File: config.mk
export PLATFORM = sky130hd
export DESIGN_NAME = muldiv_ctrl
export DESIGN_NICKNAME = d
export VERILOG_FILES = /design/src/rtl/muldiv_pkg.sv /design/src/rtl/muldiv_signfix.sv /design/src/rtl/muldiv_ctrl.sv
export SDC_FILE = /design/constraint.sdc
export NUM_CORES = 1
export LEC_CHECK = 0
export CORE_AREA = 2 2 200 202
export CTS_CLUSTER_SIZE = 10
export DETAILED_ROUTE_END_ITERATION = 10
export DIE_AREA = 0 0 202 204
export GPL_ROUTABILITY_DRIVEN = 0
export PLACE_DENSITY = 0.64
export RECOVER_POWER = 25
export SLEW_MARGIN = 20
export SYNTH_ARGS = -nofsm -noshare
export SYNTH_HDL_FRONTEND = slang
export SYNTH_HIERARCHICAL = 1
export SYNTH_SLANG_ARGS = --single-unit
File: constraint.sdc
create_clock -name clk -period 6.7 [get_ports clk]
set_clock_uncertainty 0.2 [all_clocks]
set_input_delay 0.67 -clock clk [delete_from_list [all_inputs] [get_ports clk]]
set_output_delay 0.67 -clock clk [all_outputs]
set_load 0.01 [all_outputs]
File: src/rtl/muldiv_pkg.sv
// Shared definitions for the iterative multiply/divide sequencer:
// operation encodings, FSM states and the iteration count.
package muldiv_pkg;

   localparam int ITER_COUNT = 32;

   localparam logic [1:0] OP_MULT  = 2'b00;
   localparam logic [1:0] OP_MULTU = 2'b01;
   localparam logic [1:0] OP_DIV   = 2'b10;
   localparam logic [1:0] OP_DIVU  = 2'b11;

   typedef enum logic [1:0] {
      ST_IDLE = 2'b00,
      ST_MUL  = 2'b01,
      ST_DIV  = 2'b10,
      ST_DONE = 2'b11
   } state_e;

   // Signed ops are the even encodings; bit 1 selects divide.
   function automatic logic op_is_signed(input logic [1:0] op);
      return ~op[0];
   endfunction

   function automatic logic op_is_div(input logic [1:0] op);
      return op[1];
   endfunction

endpackage

File: src/rtl/muldiv_signfix.sv
// Conditional two's-complement negation of a pair of words.
// wide_i=0: hi and lo are negated independently (operand abs, div fixup).
// wide_i=1: {hi,lo} is negated as one 2W-bit number (product fixup); in
//           that mode both neg flags must be equal.
module muldiv_signfix #(
   parameter int W = 32
) (
   input  logic         wide_i,
   input  logic         neg_hi_i,
   input  logic         neg_lo_i,
   input  logic [W-1:0] hi_i,
   input  logic [W-1:0] lo_i,
   output logic [W-1:0] hi_o,
   output logic [W-1:0] lo_o
);

   logic         hi_carry;
   logic [W-1:0] hi_neg;
   logic [W-1:0] lo_neg;

   // A wide negate only carries into the upper word when the lower word is zero.
   always_comb begin
      hi_carry = wide_i ? (lo_i == '0) : 1'b1;
      hi_neg   = ~hi_i + {{(W-1){1'b0}}, hi_carry};
      lo_neg   = ~lo_i + {{(W-1){1'b0}}, 1'b1};
      hi_o     = neg_hi_i ? hi_neg : hi_i;
      lo_o     = neg_lo_i ? lo_neg : lo_i;
   end

endmodule

File: src/rtl/muldiv_ctrl.sv
// Iterative MULT/MULTU/DIV/DIVU sequencer with architectural HI/LO.
// Radix-2 shift-add multiply and restoring divide, one step per cycle,
// stalling the front of the pipeline until the result is committed.
// Optional macro MULDIV_EARLY_EXIT_EN: a multiply stops as soon as the
// remaining multiplier bits are zero and aligns the product in one shift.
module muldiv_ctrl
   import muldiv_pkg::*;
#(
   parameter int WIDTH = ITER_COUNT,
   parameter int CNT_W = 6
) (
   input  logic             clk,
   input  logic             rst,
   input  logic             startE,
   input  logic [1:0]       opE,
   input  logic [WIDTH-1:0] srcaE,
   input  logic [WIDTH-1:0] srcbE,
   input  logic             hi_weE,
   input  logic             lo_weE,
   input  logic [WIDTH-1:0] wdataE,
   input  logic             flushE,
   output logic             stallE,
   output logic             doneE,
   output logic [WIDTH-1:0] hi_o,
   output logic [WIDTH-1:0] lo_o
);

   localparam logic [CNT_W-1:0] LAST_ITER = CNT_W'(WIDTH - 1);

   state_e             state_q;
   logic [CNT_W-1:0]   cnt_q;
   logic [WIDTH-1:0]   acc_q;    // product high half / partial remainder
   logic [WIDTH-1:0]   low_q;    // product low half  / dividend -> quotient
   logic [WIDTH-1:0]   opnd_q;   // |multiplicand|    / |divisor|
   logic [WIDTH-1:0]   mbits_q;  // multiplier bits not yet consumed
   logic               sign_a_q;
   logic               sign_b_q;
   logic [WIDTH-1:0]   hi_q;
   logic [WIDTH-1:0]   lo_q;

   logic               signed_op;
   logic [WIDTH-1:0]   abs_a;
   logic [WIDTH-1:0]   abs_b;
   logic               accept;
   logic               div_zero;

   logic [WIDTH:0]     mul_sum;
   logic [WIDTH-1:0]   mul_acc_n;
   logic [WIDTH-1:0]   mul_low_n;
   logic [WIDTH-1:0]   mbits_n;
   logic [2*WIDTH-1:0] mul_prod;
   logic               mul_last;
`ifdef MULDIV_EARLY_EXIT_EN
   logic [CNT_W-1:0]   mul_shamt;
`endif

   logic [WIDTH:0]     div_rem_s;
   logic               div_ge;
   logic [WIDTH-1:0]   div_diff;
   logic [WIDTH-1:0]   div_rem_n;
   logic [WIDTH-1:0]   div_quot_n;
   logic               div_last;

   logic               is_mul;
   logic [WIDTH-1:0]   fix_hi_in;
   logic [WIDTH-1:0]   fix_lo_in;
   logic               fix_neg_hi;
   logic               fix_neg_lo;
   logic [WIDTH-1:0]   fix_hi;
   logic [WIDTH-1:0]   fix_lo;

   assign signed_op = op_is_signed(opE);

   // Operand magnitudes; unsigned ops pass through untouched.
   muldiv_signfix #(.W(WIDTH)) u_abs (
      .wide_i   (1'b0),
      .neg_hi_i (signed_op & srcaE[WIDTH-1]),
      .neg_lo_i (signed_op & srcbE[WIDTH-1]),
      .hi_i     (srcaE),
      .lo_i     (srcbE),
      .hi_o     (abs_a),
      .lo_o     (abs_b)
   );

   // Start handshake: a same-cycle MTHI/MTLO or a flush suppresses the start.
   always_comb begin
      accept   = (state_q == ST_IDLE) & startE & ~flushE & ~hi_weE & ~lo_weE;
      div_zero = op_is_div(opE) & (srcbE == '0);
      stallE   = accept | (state_q == ST_MUL) | (state_q == ST_DIV);
      doneE    = (state_q == ST_DONE);
      hi_o     = hi_q;
      lo_o     = lo_q;
   end

   // One shift-add multiply step and the final product alignment.
   always_comb begin
      mul_sum   = {1'b0, acc_q} + (mbits_q[0] ? {1'b0, opnd_q} : '0);
      mul_acc_n = mul_sum[WIDTH:1];
      mul_low_n = {mul_sum[0], low_q[WIDTH-1:1]};
      mbits_n   = mbits_q >> 1;
`ifdef MULDIV_EARLY_EXIT_EN
      // Remaining iterations would add nothing, only shift right.
      mul_last  = (cnt_q == LAST_ITER) | (mbits_n == '0);
      mul_shamt = LAST_ITER - cnt_q;
      mul_prod  = {mul_acc_n, mul_low_n} >> mul_shamt;
`else
      mul_last  = (cnt_q == LAST_ITER);
      mul_prod  = {mul_acc_n, mul_low_n};
`endif
   end

   // One restoring divide step.
   always_comb begin
      div_rem_s  = {acc_q, low_q[WIDTH-1]};
      div_ge     = div_rem_s >= {1'b0, opnd_q};
      div_diff   = div_rem_s[WIDTH-1:0] - opnd_q;
      div_rem_n  = div_ge ? div_diff : div_rem_s[WIDTH-1:0];
      div_quot_n = {low_q[WIDTH-2:0], div_ge};
      div_last   = (cnt_q == LAST_ITER);
   end

   // Result sign fixup: product negated as a whole, quotient by sign(a)^sign(b),
   // remainder follows the dividend.
   always_comb begin
      is_mul     = (state_q == ST_MUL);
      fix_hi_in  = is_mul ? mul_prod[2*WIDTH-1:WIDTH] : div_rem_n;
      fix_lo_in  = is_mul ? mul_prod[WIDTH-1:0]       : div_quot_n;
      fix_neg_hi = is_mul ? (sign_a_q ^ sign_b_q) : sign_a_q;
      fix_neg_lo = sign_a_q ^ sign_b_q;
   end

   muldiv_signfix #(.W(WIDTH)) u_fix (
      .wide_i   (is_mul),
      .neg_hi_i (fix_neg_hi),
      .neg_lo_i (fix_neg_lo),
      .hi_i     (fix_hi_in),
      .lo_i     (fix_lo_in),
      .hi_o     (fix_hi),
      .lo_o     (fix_lo)
   );

   // Sequencer FSM, iteration counter, datapath registers and HI/LO.
   always_ff @(posedge clk) begin
      if (rst) begin
         state_q  <= ST_IDLE;
         cnt_q    <= '0;
         acc_q    <= '0;
         low_q    <= '0;
         opnd_q   <= '0;
         mbits_q  <= '0;
         sign_a_q <= 1'b0;
         sign_b_q <= 1'b0;
         hi_q     <= '0;
         lo_q     <= '0;
      end else begin
         case (state_q)
            ST_IDLE: begin
               if (hi_weE) hi_q <= wdataE;
               if (lo_weE) lo_q <= wdataE;
               if (accept) begin
                  cnt_q    <= '0;
                  sign_a_q <= signed_op & srcaE[WIDTH-1];
                  sign_b_q <= signed_op & srcbE[WIDTH-1];
                  acc_q    <= '0;
                  if (div_zero) begin
                     hi_q    <= srcaE;
                     lo_q    <= '1;
                     state_q <= ST_DONE;
                  end else if (op_is_div(opE)) begin
                     low_q   <= abs_a;
                     opnd_q  <= abs_b;
                     state_q <= ST_DIV;
                  end else begin
                     low_q   <= '0;
                     opnd_q  <= abs_a;
                     mbits_q <= abs_b;
                     state_q <= ST_MUL;
                  end
               end
            end
            ST_MUL: begin
               if (flushE) begin
                  state_q <= ST_IDLE;
               end else begin
                  acc_q   <= mul_acc_n;
                  low_q   <= mul_low_n;
                  mbits_q <= mbits_n;
                  cnt_q   <= cnt_q + CNT_W'(1);
                  if (mul_last) begin
                     hi_q    <= fix_hi;
                     lo_q    <= fix_lo;
                     state_q <= ST_DONE;
                  end
               end
            end
            ST_DIV: begin
               if (flushE) begin
                  state_q <= ST_IDLE;
               end else begin
                  acc_q <= div_rem_n;
                  low_q <= div_quot_n;
                  cnt_q <= cnt_q + CNT_W'(1);
                  if (div_last) begin
                     hi_q    <= fix_hi;
                     lo_q    <= fix_lo;
                     state_q <= ST_DONE;
                  end
               end
            end
            ST_DONE: begin
               // The finished instruction is still in EX; its startE is ignored.
               if (hi_weE) hi_q <= wdataE;
               if (lo_weE) lo_q <= wdataE;
               state_q <= ST_IDLE;
            end
            default: state_q <= ST_IDLE;
         endcase
      end
   end

endmodule

=== Yosys cells after proc, flatten, opt, wreduce, memory -nomap -nowiden ===
Cells that the tools add are included.

* Add/subtract/negate cells: 7
* Order comparisons: 1
* Mux-type cells: 47
* Bitwise gates (word level): 19
* Equality and inequality tests: 12
* Reduce and logical (&&, ||, !) cells: 15

{| class="wikitable"
|+ Operator list
! kind !! count
|-
| 2-to-1 mux 32 bit || 31
|-
| one-hot mux 32 bit (3 select lines) || 4
|-
| NOT 32 bit || 4
|-
| adder 32 x 1 -> 32 bit, second input constant || 3
|-
| zero test 32 bit || 2
|-
| one-hot mux 32 bit (2 select lines) || 1
|-
| adder 32 x 32 -> 33 bit || 1
|-
| >= comparator 33 x 32 -> 1 bit || 1
|-
| adder 32 x 1 -> 32 bit || 1
|-
| subtractor 32 bit || 1
|-
| 2-to-1 mux 6 bit || 2
|-
| inequality test 2 bit, second input constant || 6
|-
| one-hot mux 6 bit (2 select lines) || 1
|-
| 2-to-1 mux 2 bit || 5
|-
| AND reduction 5 bit || 2
|-
| bitwise AND 1 bit || 7
|-
| adder 6 x 1 -> 6 bit, second input constant || 1
|-
| equality test 6 x 5 -> 1 bit, second input constant || 1
|-
| one-hot mux 2 bit (3 select lines) || 1
|-
| AND reduction 2 bit || 3
|-
| AND reduction 3 bit || 2
|-
| NOT 1 bit || 5
|-
| equality test 2 bit, second input constant || 2
|-
| AND reduction 4 bit || 1
|-
| other kinds (10) || 13
|}

* Flip-flop bits (word level): 202
* Bits of input ports: 104
* Output and inout port bits: 66
* Logic and storage cells: 111

=== Longest topological paths before layout ===
* Depth after elaboration: 10
* Gate-level depth with buffers: 28
* Gate-level depth less buffers: 25

=== By module ===
The synthesis kept the hierarchy.

{| class="wikitable"
|+ Modules (own cells, without submodules)
! module !! cells each !! sequential area each (um2) !! area each (um2) !! times used
|-
| muldiv_ctrl || 1891 || 4043.9 || 15477.3 || 1
|-
| muldiv_signfix || 213 || 0.0 || 1535.2 || 2
|}

=== Worst setup path after synthesis ===
OpenSTA, ideal clock, no wires.

* Path type: register -> register
* From: register opnd_q[10]
* To: register hi_q[12] (netlist: hi_o[12])
* Arrival: 5748 ps
* Clock period less this slack: 6076 ps
* Path buffers: 3
* Cell stages (with the launch flop): 29
* Slack: 624 ps
* Data required time: 6372 ps
* Library setup time: 128 ps
* Cells stage by stage: dfxtp_1 > inv_1 > ha_1 > clkbuf_1 > a21oi_1 > nor2_1 > a211oi_1 > a31oi_2 > o21ai_2 > nand3_1 > buf_2 > mux2_2 > inv_1 > ha_1 > nor4b_1 > nand3_1 > or3_1 > o31ai_1 > ha_1 > ha_1 > nand2b_1 > or4_1 > buf_2 > o41ai_1 > xnor2_1 > a221oi_1 > a21oi_1 > mux2i_1 > nor2_1

* Longest elaborated chain between the ends: 9
* Elaborated cells between the ends (all ways): 15
* Those cells by class: 3 x add/sub; 1 x order compare; 9 x mux; 1 x bitwise; 1 x reduce/logical

{| class="wikitable"
|+ Ends and longest elaborated chain
! element !! RTL line !! source
|-
| from (decl) || muldiv_ctrl.sv:34 || <nowiki>logic [WIDTH-1:0] opnd_q;</nowiki>
|-
| from (signal assigned) || muldiv_ctrl.sv:171 || <nowiki>opnd_q <= abs_b;</nowiki>
|-
| from (signal assigned) || muldiv_ctrl.sv:175 || <nowiki>opnd_q <= abs_a;</nowiki>
|-
| >= comparator 33 x 32 -> 1 bit || muldiv_ctrl.sv:115 || <nowiki>div_ge = div_rem_s >= {1'b0, opnd_q};</nowiki>
|-
| 2-to-1 mux 32 bit || muldiv_ctrl.sv:127 || <nowiki>fix_lo_in = is_mul ? mul_prod[WIDTH-1:0] : div_quot_n;</nowiki>
|-
| net fix_lo_in[0] || muldiv_ctrl.sv:66 || <nowiki>logic [WIDTH-1:0] fix_lo_in;</nowiki>
|-
| zero test 32 bit || muldiv_signfix.sv:23 || <nowiki>hi_carry = wide_i ? (lo_i == '0) : 1'b1;</nowiki>
|-
| 2-to-1 mux 1 bit || muldiv_signfix.sv:23 ||
|-
| adder 32 x 1 -> 32 bit || muldiv_signfix.sv:24 || <nowiki>hi_neg = ~hi_i + {{(W-1){1'b0}}, hi_carry};</nowiki>
|-
| 2-to-1 mux 32 bit || muldiv_signfix.sv:26 || <nowiki>hi_o = neg_hi_i ? hi_neg : hi_i;</nowiki>
|-
| net fix_hi[12] || muldiv_ctrl.sv:69 || <nowiki>logic [WIDTH-1:0] fix_hi;</nowiki>
|-
| 2-to-1 mux 32 bit || muldiv_ctrl.sv:189, muldiv_ctrl.sv:203 ||
|-
| 2-to-1 mux 32 bit || muldiv_ctrl.sv:197 || <nowiki>if (flushE) begin</nowiki>
|-
| one-hot mux 32 bit (3 select lines) || muldiv_ctrl.sv:156 || <nowiki>case (state_q)</nowiki>
|-
| to (signal assigned) || muldiv_ctrl.sv:158 || <nowiki>if (hi_weE) hi_q <= wdataE;</nowiki>
|-
| to (signal assigned) || muldiv_ctrl.sv:190 || <nowiki>hi_q <= fix_hi;</nowiki>
|-
| to (signal assigned) || muldiv_ctrl.sv:204 || <nowiki>hi_q <= fix_hi;</nowiki>
|-
| to (decl) || muldiv_ctrl.sv:38 || <nowiki>logic [WIDTH-1:0] hi_q;</nowiki>
|}

The timed path passes the listed nets, and every way through them passes these cells. The select of a mux whose other input is x is not followed.
A chain may end at the register's enable or synchronous reset.

=== Worst setup path after layout ===
* From: register opnd_q[28]
* To: register hi_q[24] (netlist: hi_o[24])

* Longest elaborated chain between the ends: 9
* Elaborated cells between the ends (all ways): 12
* Those cells by class: 1 x add/sub; 1 x order compare; 8 x mux; 1 x bitwise; 1 x reduce/logical

{| class="wikitable"
|+ Ends and longest elaborated chain
! element !! RTL line !! source
|-
| >= comparator 33 x 32 -> 1 bit || muldiv_ctrl.sv:115 ||
|-
| 2-to-1 mux 32 bit || muldiv_ctrl.sv:117 || <nowiki>div_rem_n = div_ge ? div_diff : div_rem_s[WIDTH-1:0];</nowiki>
|-
| 2-to-1 mux 32 bit || muldiv_ctrl.sv:126 || <nowiki>fix_hi_in = is_mul ? mul_prod[2*WIDTH-1:WIDTH] : div_rem_n;</nowiki>
|-
| net fix_hi_in[14] || muldiv_ctrl.sv:65 || <nowiki>logic [WIDTH-1:0] fix_hi_in;</nowiki>
|-
| NOT 32 bit || muldiv_signfix.sv:24 ||
|-
| adder 32 x 1 -> 32 bit || muldiv_signfix.sv:24 ||
|-
| 2-to-1 mux 32 bit || muldiv_signfix.sv:26 ||
|-
| net fix_hi[24] || muldiv_ctrl.sv:69 ||
|-
| 2-to-1 mux 32 bit || muldiv_ctrl.sv:189, muldiv_ctrl.sv:203 ||
|-
| 2-to-1 mux 32 bit || muldiv_ctrl.sv:197 ||
|-
| one-hot mux 32 bit (3 select lines) || muldiv_ctrl.sv:156 ||
|}

The timed path passes the listed nets, and every way through them passes these cells. The select of a mux whose other input is x is not followed.

==> key figures <==
Status
  – Run status: finished, violations left
  – Failing checks: capacitance limit, slew limit

Synthesis
  – Synthesized net count: 2500
  – Mapped Area: 0.01855 mm²
  – Syn Area/Cell: 8.005 µm²
  – Fraction of registers with async set/reset: 0%
  – Mapped Cells: 2317
  – Most frequently used flop master after synthesis: dfxtp_1
  – Synth Register Bits: 202
  – Post-synth EDFFs: 0
  – Register area share after synthesis: 21.80%
  – Post-synth cell types: 78
  – Synth Warn #: 6

Routing
  – Pre-antenna DRT Iters: 6
  – Vias post-DR: 18.83k
  – DRC errors left: 0
  – WL/cell: 23.78 µm
  – Detail Route Antenna Nets: 0
  – Vias/cell: 6.440
  – Drt initial violations: 2013
  – Post-Route WL: 69540 µm

Critical path
  – Worst endpoint required time: 6.91 ns
  – CP most frequent cell: mux2i_1
  – Crit-path cells: inv_1, ha_1, nand4b_1, nor4_1, a221oi_1, a21oi_1, nor3_2, nand3_2, buf_4, mux2i_1, mux2i_1, or4_1, or4_4, o41ai_1, xnor2_1, a221oi_1, a21oi_1, mux2i_1, nor2_1
  – Critical path peak fanout: 29
  – Worst setup SP type: flip-flop
  – WS Path Type: flip-flop to flip-flop
  – Worst setup EP type: flip-flop
  – CP max stage delay: 0.66 ns
  – Crit path DAT: 6.59 ns
  – Slowest-stage cell, CP: or4_1

Placement
  – Port Buf Inserts: 169
  – Post-Place Cells: 2877
  – DP Worst Slack: 0.1684 ns
  – Hpwl dp: 51850 µm

Pwr
  – Switching Share: 51.77%
  – Leak pwr: 8.668 nW
  – Peak VDD IR: 0.0003900 V
  – Power per cell area: 458.2 mW/mm²
  – Power, Total: 9.804 mW
  – Int Power: 4.729 mW
  – Sequential power share: 18.7%
  – Clock power share: 13.9%
  – Combinational share of power: 67.3%
  – NetSw: 5.076 mW

Finish
  – Fin nets: 2566
  – Most frequent cells in the layout: nor2_1 (274), mux2i_1 (212), dfxtp_1 (202)
  – Share of layout cells above drive strength 1: 8.920%
  – Non-Filler Instances: 2924
  – Commonest non-fill, non-tap cell in the layout: nor2_1
  – # diodes: 0
  – Layout area overhead: 15.36%

Die
  – Starting Density: 47.34%
  – Core Region: 0.03918 mm²
  – DIE WIDTH: 202 µm
  – Die ar.: 0.04121 mm²
  – Ports: 170
  – Die Y: 204 µm
  – Rows: 73

STA
  – Tightest Pin Transition: 3.966 ns
  – Final WS setup: 0.3261 ns
  – Hold Vio Cnt, Final: 0
  – Period utilization: 95.13%
  – Relative slew margins: -164.4%
  – Tmin final: 6.374 ns
  – Final setup fails: 0
  – Final Max Tran Viols: 155
  – FMAX: 156.9 MHz

Flow run
  – # Max-Cap Violations: 2

Clock network
  – Clock Latency Late Sink: 0.57 ns
  – Total CTS buffers: 26
  – Root buffer cell: clkbuf_16
  – CTS max path bufs: 3
  – CTS tree: built
  – Clock Pin Slew Worst Setup and Hold Paths: 0.06 ns
  – H-tree levels: 1
  – Clk sink count: 202

GRT
  – Largest net degree at the start of global routing: 89
  – Grt ovf: 0
  – Vias in the first global route: 17.54k
  – Initial antenna violation count: 0
  – GRT Total Usage: 32.48%
  – First-pass GRT wire length: 105500 µm

Worst hold path
  – Hold Path Class: flip-flop to flip-flop
[power groups by stage]
stage               clock network, mW  logic [mW]  registers, mW
floorplan                           0        4.51           1.80
global placement                    0        6.34           1.84
detailed placement                  0        6.41           1.85
CTS                              1.39        6.46           1.83
global route                     1.43        7.03           1.87
finish                           1.37        6.60           1.84
[sequential cells by signal, indices dropped and copies added, names as in the netlist]
signal and count:
acc_q 32, hi_o 32, lo_o 32, low_q 32
mbits_q 32, opnd_q 32, cnt_q 6, state_q 2
sign_a_q 1, sign_b_q 1
[per-layer routing]
layer	global-route usage, %	vias to the layer above	wire length, µm
met5	0	-	0
met1	41.93	9041	28720
met3	5.596	167	5518
li1	-	8776	-
met2	52.68	847	31460
met4	15.52	0	3835
[worst max-delay path, delay by kind of cell, from the launching register on]
family,cells,cell delay [ns]
multiplexers,3,0.94
AND/OR/NAND/NOR,7,2.16
adder cells (fa/ha/maj),1,0.48
AO/OA/AOI/OAI,5,1.33
flip-flops,1,0.34
buffers and inverters,2,0.56
XOR/XNOR,1,0.16
[cell families after synthesis]
logic type	share of synthesized area (%)
XOR/XNOR	8.311
multiplexers	15.50
other	0.02022
buffers and inverters	5.511
flip-flops	21.80
AO/OA/AOI/OAI	26.52
AND/OR/NAND/NOR	16.92
adder cells (fa/ha/maj)	5.410
[worst paths after layout]
| check | from | endpoint | slack (ns) | cells after the start |
|---|---|---|---|---|
| setup / recovery | opnd_q[28]$_SDFFE_PP0P_ | hi_o[24]$_SDFFE_PP0P_ | 0.33 | 19 |
| hold / removal | mbits_q[31]$_SDFFE_PP0P_ | mbits_q[31]$_SDFFE_PP0P_ | 0.27 | 2 |
| setup reg to reg | opnd_q[28]$_SDFFE_PP0P_ | hi_o[24]$_SDFFE_PP0P_ | 0.33 | 19 |
| hold reg to reg | mbits_q[31]$_SDFFE_PP0P_ | mbits_q[31]$_SDFFE_PP0P_ | 0.27 | 2 |
[per-stage QoR]
step	hold slack [ns]	instance area, µm²	util, %	setup TNS (ns)
after floorplan	0.2459	18550	-	0
after global placement	0.2601	20550	52.45	0
after detailed placement	0.2685	20550	52.45	0
after CTS	0.2779	21350	54.50	0
after global routing	0.2996	21400	54.61	-0.002728
final	0.2743	21400	54.61	0
[cells in the mapped netlist (all sizes together) (28+ instances only)]
master	count	area (µm²)
dfxtp	202	4044
a311oi	33	289.0
a211oi	108	810.8
a21oi	140	711.9
a22oi	33	247.7
o21ai	75	379.1
and2	34	212.7
mux2	66	743.2
a21o	34	255.2
mux2i	213	2132
nand3	31	155.2
buf	41	230.2
nor2	277	1040
xnor2	151	1323
nand4	28	175.2
nand2	134	505.5
a22o	31	271.5
o41ai	39	480.5
ha	77	963.4
o31ai	48	360.4
clkbuf	138	518.0
a221oi	36	315.3
inv	73	274.0
[what timing repair did]
action | 4_1_cts | 5_1_grt
resized for setup | 0 | 5
setup buffers | 0 | 3
endpoints found under the setup margin | 0 | 15
hold buffers | 0 | 0
[final cells by class]
cell class	count	area, µm²
multi-input combinational	1863	13590
tap	525	656.9
sequential	202	4044
inverter	73	274.0
timing repair buffer	217	2032
clock inverter	3	26.28
clock buffer	41	777.0
fill	3720	17790
Note: power is estimated with default switching activity, not from simulation.
